[config.mk]
export PLATFORM = sky130hd
export DESIGN_NAME = br_flow_serializer_arb_flat
export DESIGN_NICKNAME = d
export VERILOG_FILES = /design/src/rtl/br_flow_serializer_arb_if.sv /design/src/rtl/br_flow_serializer_arb.sv /design/src/flat_wrapper.sv
export SDC_FILE = /design/constraint.sdc
export NUM_CORES = 1
export LEC_CHECK = 0
export ABC_AREA = 1
export BUFFER_PORTS_ARGS = -buffer_cell sky130_fd_sc_hd__buf_2
export CORE_AREA = 2 2 39 41
export CTS_BUF_LIST = sky130_fd_sc_hd__clkbuf_8
export CTS_CLUSTER_DIAMETER = 100
export DETAILED_ROUTE_END_ITERATION = 12
export DIE_AREA = 0 0 41 43
export GPL_ROUTABILITY_DRIVEN = 0
export PLACE_DENSITY = 0.54
export SYNTH_ARGS = -nofsm -noshare
export SYNTH_HDL_FRONTEND = slang
export SYNTH_SLANG_ARGS = --single-unit
[constraint.sdc]
create_clock -name clk -period 1.52 [get_ports clk]
set_input_delay 0.304 -clock clk [delete_from_list [all_inputs] [get_ports clk]]
set_output_delay 0.304 -clock clk [all_outputs]
set_load 0.02 [all_outputs]
[src/rtl/br_flow_serializer_arb_if.sv]
// Interface bundle for br_flow_serializer_arb: the wide per-flow push side and the
// single pop side toward the serializer. The slave modport is the arbiter's view.
interface br_flow_serializer_arb_if #(
    parameter int NumFlows      = 2,
    parameter int Width         = 2,
    parameter int DontCareWidth = 1,
    parameter int MetadataWidth = 1
);
    localparam int FlowIdWidth = $clog2(NumFlows);

    logic [NumFlows-1:0]                    push_ready;
    logic [NumFlows-1:0]                    push_valid;
    logic [NumFlows-1:0][Width-1:0]         push_data;
    logic [NumFlows-1:0]                    push_last;
    logic [NumFlows-1:0][DontCareWidth-1:0] push_last_dont_care_count;
    logic [NumFlows-1:0][MetadataWidth-1:0] push_metadata;

    logic                     pop_ready;
    logic                     pop_valid;
    logic [Width-1:0]         pop_data;
    logic                     pop_last;
    logic [DontCareWidth-1:0] pop_last_dont_care_count;
    logic [MetadataWidth-1:0] pop_metadata;
    logic [FlowIdWidth-1:0]   pop_flow_id;

    modport master (
        input  push_ready,
        output push_valid,
        output push_data,
        output push_last,
        output push_last_dont_care_count,
        output push_metadata,
        output pop_ready,
        input  pop_valid,
        input  pop_data,
        input  pop_last,
        input  pop_last_dont_care_count,
        input  pop_metadata,
        input  pop_flow_id
    );

    modport slave (
        output push_ready,
        input  push_valid,
        input  push_data,
        input  push_last,
        input  push_last_dont_care_count,
        input  push_metadata,
        input  pop_ready,
        output pop_valid,
        output pop_data,
        output pop_last,
        output pop_last_dont_care_count,
        output pop_metadata,
        output pop_flow_id
    );
endinterface

[src/rtl/br_flow_serializer_arb.sv]
// Packet-atomic round-robin arbiter in front of a wide-to-narrow serializer.
// Combinational datapath; only lock state, locked flow and rr pointer are registered.
module br_flow_serializer_arb #(
    parameter int NumFlows      = 2,
    parameter int Width         = 2,
    parameter int DontCareWidth = 1,
    parameter int MetadataWidth = 1
) (
    input  logic                      clk,
    input  logic                      rst_n,
    br_flow_serializer_arb_if.slave   bus
);
    localparam int FlowIdWidth = $clog2(NumFlows);
    localparam logic [FlowIdWidth-1:0] LastId = FlowIdWidth'(NumFlows - 1);

    typedef enum logic {
        IDLE   = 1'b0,
        LOCKED = 1'b1
    } state_t;

    state_t                 r_state;
    state_t                 w_state_nxt;
    logic [FlowIdWidth-1:0] r_locked_id;
    logic [FlowIdWidth-1:0] w_locked_id_nxt;
    logic [FlowIdWidth-1:0] r_rr_ptr;
    logic [FlowIdWidth-1:0] w_rr_ptr_nxt;

    logic [FlowIdWidth-1:0] w_rr_grant;
    logic                   w_rr_found;
    logic [FlowIdWidth-1:0] w_grant;
    logic                   w_pop_valid;
    logic                   w_accept;
    logic [NumFlows-1:0]    w_push_ready;

    // Round-robin scan starting at rr_ptr; falls back to flow 0 when nobody is valid
    always_comb begin
        w_rr_grant = '0;
        w_rr_found = 1'b0;
        for (int k = 0; k < NumFlows; k++) begin
            logic [FlowIdWidth-1:0] idx;
            idx = FlowIdWidth'((int'(r_rr_ptr) + k) % NumFlows);
            if (!w_rr_found && bus.push_valid[idx]) begin
                w_rr_found = 1'b1;
                w_rr_grant = idx;
            end
        end
    end

    assign w_grant     = (r_state == LOCKED) ? r_locked_id : w_rr_grant;
    assign w_pop_valid = rst_n && bus.push_valid[w_grant];
    assign w_accept    = w_pop_valid && bus.pop_ready;

    // Only the granted flow sees ready, and only when its flit is taken
    always_comb begin
        w_push_ready = '0;
        if (w_accept) begin
            w_push_ready[w_grant] = 1'b1;
        end
    end

    assign bus.push_ready               = w_push_ready;
    assign bus.pop_valid                = w_pop_valid;
    assign bus.pop_data                 = bus.push_data[w_grant];
    assign bus.pop_last                 = bus.push_last[w_grant];
    assign bus.pop_last_dont_care_count = bus.push_last_dont_care_count[w_grant];
    assign bus.pop_metadata             = bus.push_metadata[w_grant];
    assign bus.pop_flow_id              = w_grant;

    // Next-state: lock on any presented flit unless it is an accepted last flit
    always_comb begin
        w_state_nxt     = r_state;
        w_locked_id_nxt = r_locked_id;
        w_rr_ptr_nxt    = r_rr_ptr;
        if (w_pop_valid) begin
            if (w_accept && bus.pop_last) begin
                w_state_nxt  = IDLE;
                w_rr_ptr_nxt = (w_grant == LastId) ? '0 : w_grant + 1'b1;
            end else begin
                w_state_nxt     = LOCKED;
                w_locked_id_nxt = w_grant;
            end
        end
    end

    // Arbitration state registers
    always_ff @(posedge clk or negedge rst_n) begin
        if (!rst_n) begin
            r_state     <= IDLE;
            r_locked_id <= '0;
            r_rr_ptr    <= '0;
        end else begin
            r_state     <= w_state_nxt;
            r_locked_id <= w_locked_id_nxt;
            r_rr_ptr    <= w_rr_ptr_nxt;
        end
    end

    a_pop_stable: assert property (@(posedge clk) disable iff (!rst_n)
        (w_pop_valid && !bus.pop_ready) |=> (w_pop_valid && $stable(w_grant)));
    a_ready_onehot0: assert property (@(posedge clk) $onehot0(w_push_ready));
    a_valid_src: assert property (@(posedge clk)
        w_pop_valid |-> bus.push_valid[w_grant]);
    a_no_valid_rst: assert property (@(posedge clk) !rst_n |-> !w_pop_valid);
    a_lock_grant: assert property (@(posedge clk) disable iff (!rst_n)
        (r_state == LOCKED) |-> (w_grant == r_locked_id));

    c_all_contend: cover property (@(posedge clk) disable iff (!rst_n)
        &bus.push_valid);
    c_lock_bp: cover property (@(posedge clk) disable iff (!rst_n)
        (r_state == LOCKED) && w_pop_valid && !bus.pop_ready);
    c_rr_wrap: cover property (@(posedge clk) disable iff (!rst_n)
        w_accept && bus.pop_last && (w_grant == LastId));
    c_single_flit: cover property (@(posedge clk) disable iff (!rst_n)
        (r_state == IDLE) && w_accept && bus.pop_last);
endmodule
[src/flat_wrapper.sv]
// flat-port wrapper written by rule: the top's interface ports become plain ports
module br_flow_serializer_arb_flat 
#(
    parameter int NumFlows      = 2,
    parameter int Width         = 2,
    parameter int DontCareWidth = 1,
    parameter int MetadataWidth = 1
)
  (clk, rst_n, bus_push_ready, bus_push_valid, bus_push_data, bus_push_last, bus_push_last_dont_care_count, bus_push_metadata, bus_pop_ready, bus_pop_valid, bus_pop_data, bus_pop_last, bus_pop_last_dont_care_count, bus_pop_metadata, bus_pop_flow_id);
  br_flow_serializer_arb_if #(.NumFlows(NumFlows), .Width(Width), .DontCareWidth(DontCareWidth), .MetadataWidth(MetadataWidth)) bus_i ();
  input  logic clk;
  input  logic rst_n;
  output wire logic [$bits(bus_i.push_ready)-1:0] bus_push_ready;
  input wire logic [$bits(bus_i.push_valid)-1:0] bus_push_valid;
  input wire logic [$bits(bus_i.push_data)-1:0] bus_push_data;
  input wire logic [$bits(bus_i.push_last)-1:0] bus_push_last;
  input wire logic [$bits(bus_i.push_last_dont_care_count)-1:0] bus_push_last_dont_care_count;
  input wire logic [$bits(bus_i.push_metadata)-1:0] bus_push_metadata;
  input wire logic [$bits(bus_i.pop_ready)-1:0] bus_pop_ready;
  output wire logic [$bits(bus_i.pop_valid)-1:0] bus_pop_valid;
  output wire logic [$bits(bus_i.pop_data)-1:0] bus_pop_data;
  output wire logic [$bits(bus_i.pop_last)-1:0] bus_pop_last;
  output wire logic [$bits(bus_i.pop_last_dont_care_count)-1:0] bus_pop_last_dont_care_count;
  output wire logic [$bits(bus_i.pop_metadata)-1:0] bus_pop_metadata;
  output wire logic [$bits(bus_i.pop_flow_id)-1:0] bus_pop_flow_id;
  assign bus_push_ready = bus_i.push_ready;
  assign bus_i.push_valid = bus_push_valid;
  assign bus_i.push_data = bus_push_data;
  assign bus_i.push_last = bus_push_last;
  assign bus_i.push_last_dont_care_count = bus_push_last_dont_care_count;
  assign bus_i.push_metadata = bus_push_metadata;
  assign bus_i.pop_ready = bus_pop_ready;
  assign bus_pop_valid = bus_i.pop_valid;
  assign bus_pop_data = bus_i.pop_data;
  assign bus_pop_last = bus_i.pop_last;
  assign bus_pop_last_dont_care_count = bus_i.pop_last_dont_care_count;
  assign bus_pop_metadata = bus_i.pop_metadata;
  assign bus_pop_flow_id = bus_i.pop_flow_id;
  br_flow_serializer_arb #(.NumFlows(NumFlows), .Width(Width), .DontCareWidth(DontCareWidth), .MetadataWidth(MetadataWidth)) u_core (.clk(clk), .rst_n(rst_n), .bus(bus_i));
endmodule
==> results by group <==
Final layout
  – Final Instance Area: 586 um2
  – Post-layout net count: 101
  – Syn-to-layout area delta: 92.6%
  – Commonest cells after routing, fill and taps aside: 20 x nand2_1, 16 x buf_2, 9 x buf_4
  – Post-layout util: 42.3%
  – Layout cell share with drive strength beyond 1: 52.9%
  – N_diodes: 0
  – Most common cell after layout, fill and taps aside: nand2_1

Logic synthesis
  – Sequential share of the synthesized area: 24.7%
  – Synth cell types: 14
  – Cell Area, Synth: 304 um2
  – Avg Cell Area, Syn: 5.96 um2
  – Flops & latches, synth: 3
  – Mapped Nets: 66
  – Synth warnings: 0
  – Number of standard cells after synthesis: 51

Power and ir drop
  – Pwr dens: 2000 mW/mm2
  – Clock group share of total power: 19.6%
  – Sequential power share: 12.7%
  – Pleak: 0.000347 uW
  – Int Pwr: 635 uW
  – Peak VDD IR: 0.684 mV
  – Combinational power share: 67.7%
  – Switching Share: 45.9%
  – Reported net switching power: 539 uW

Floorplanning
  – Initial Utilization: 22.0%
  – Die area: 0.00176 mm2
  – Die Span Y: 43 um
  – IO Count: 24
  – Row count: 14
  – Die Wd: 41 um
  – Core Box Area: 0.00138 mm2

STA
  – Period utilization: 110%
  – Setup TNS: -932 ps
  – Final setup margin: -156 ps
  – Final setup violating endpoints: 8
  – Worst Tran Pin Value: 139 ps
  – Final Hold Vio Count: 0
  – Clock Skews: 4.94 ps
  – RSZ-0062 raised after global routing: true
  – Fmax achieved: 597 MHz
  – Max-slew violations: 0
  – Worst rel slew slack: 90.7%
  – Crit path time final: 1680 ps

Clocking
  – Clock tree buffer depth: 2
  – Clk slew on worst S/H paths: 30 ps
  – H-tree Lvls: 1
  – CTS sink count: 3
  – Clock Latency Late Sink: 220 ps
  – CTS tree: yes
  – Clock buffer count from CTS: 3
  – Root Buffer: clkbuf_8

GRT
  – Tot GR Track Use: 12.0%
  – GRT Residual Overflow: 0
  – Largest net degree at the start of global routing: 9
  – Initial antenna violation count: 0
  – Global-route wire length before repair: 1390 um
  – Vias in the first global route: 365

Routing
  – Via count: 412
  – WL final: 952 um
  – Antenna-violating nets left: 0
  – Vias per cell: 4.08
  – 1st-pass router iterations: 4
  – DRC violations left: 0
  – Initial drt markers: 3
  – Average wire per standard cell: 9.43 um

Place
  – Worst slack, placed: 73.0 ps
  – Hpwl dp: 623 um
  – Placed Area: 454 um2
  – PortBufs: 23

Critical path
  – CP required: 1220 ps
  – Largest stage delay, worst path: 400 ps
  – Critical path peak fanout: 7
  – Reg2Reg Capture Point: u_core.r_locked_id$_DFFE_PN0P_
  – Crit-path slowest cell: dfrtp_1
  – RR Startpoint: u_core.r_state$_DFFE_PN0P_
  – CP Cell Sequence: nor2_2 > nand2_2 > nand2_4 > clkinvlp_4 > nand3_2 > inv_1 > buf_2
  – Worst setup EP type: primary output
  – Worst EP arrival: 1370 ps
  – CP bufs+invs: 3
  – Crit path max-delay family: simple AND/OR/NAND/NOR gates
  – Reg2Reg Depth: 9
  – WS Path Type: reg -> out
  – Startpoint Class: flop
  – R2R Setup Slk: 210 ps

Status
  – Violated checks: setup timing
  – Status: complete, but fails checks

Hold path
  – Worst Hold Class: in -> async

Job
  – Max_cap viols: 0
[timing repair]
item                                    CTS  global route
hold endpoints to repair                  3             0
endpoints found under the setup margin    9             9
buffers inserted                          3             1
pin swaps                                 5             2
hold buffers                              1             0
gates cloned                              0             0
gates resized for setup                  10             6
[synth_stat cells, drive strengths merged]
cell / count / area, um2
o21bai: 1 / 7.51
nand3: 5 / 30.0
dfrtp: 3 / 75.1
nor2: 5 / 28.8
o21ai: 1 / 5.00
nand2: 25 / 111
a21oi: 1 / 5.00
inv: 9 / 33.8
o21a: 1 / 7.51
[registers in the layout, indices dropped and copies added, names as in the netlist]
name / cells
u_core.r_locked_id: 1
u_core.r_rr_ptr: 1
u_core.r_state: 1
[worst register-to-register path, cell delays in order (launching register included)]
cell and delay, ps:
dfrtp_1 400, nand2_2 80, buf_4 140, nand2_4 60, buf_4 160, nand2_1 70
nand2_2 80, o21bai_1 130, nand2_1 60, nand2_1 60
[metrics by stage]
step                      power, uW  instances  hold WS, ps
after floorplan                 560         51         8.41
after global placement          766         92          109
after detailed placement        762         92          107
after CTS                      1120        100          432
after global routing           1260        101          447
final                          1170        101          432
[worst max-delay path by stage]
| stage | startpoint | to | cells after the start |
|---|---|---|---|
| after detailed placement | bus_push_valid[1] | bus_push_ready[0] | 10 |
| after floorplan | u_core.r_state$_DFFE_PN0P_ | bus_push_ready[0] | 7 |
| after CTS | u_core.r_state$_DFFE_PN0P_ | bus_push_ready[0] | 7 |
| after global routing | u_core.r_state$_DFFE_PN0P_ | bus_pop_metadata | 7 |
| final | u_core.r_state$_DFFE_PN0P_ | bus_push_ready[0] | 7 |
| after global placement | u_core.r_state$_DFFE_PN0P_ | bus_push_ready[0] | 8 |
[per-layer routing]
metal  global-route usage (%)  part of all wire (%)
met4                     8.00                   2.7
met2                     20.3                    47
met5                        0                     0
met1                     12.6                    42
met3                     1.57                   7.6
[cells by family (layout without fill, tap and decap cells)]
kind of cell,Yosys count,after routing,share of synthesized area [%]
buf+inv,9,43,11.1
flops,3,3,24.7
compound gates,4,4,8.23
simple gates,35,35,56.0
[area by class of cell]
| class | instances | area, um2 |
|---|---|---|
| clock inverters | 1 | 3.75 |
| well taps | 16 | 20.0 |
| fillers | 151 | 798 |
| multi-input cells | 39 | 205 |
| flip-flops and latches | 3 | 75.1 |
| repair buffers | 30 | 203 |
| clock buffers | 3 | 41.3 |
| inverters | 9 | 37.5 |
[power groups by stage]
| stage | clock network [uW] | registers (uW) | logic, uW |
|---|---|---|---|
| finish | 230 | 149 | 794 |
| global route | 238 | 155 | 863 |
| CTS | 235 | 146 | 738 |
| detailed placement | 0 | 147 | 615 |
| global placement | 0 | 148 | 617 |
| floorplan | 0 | 142 | 418 |
(Power assumes the default switching activity.)
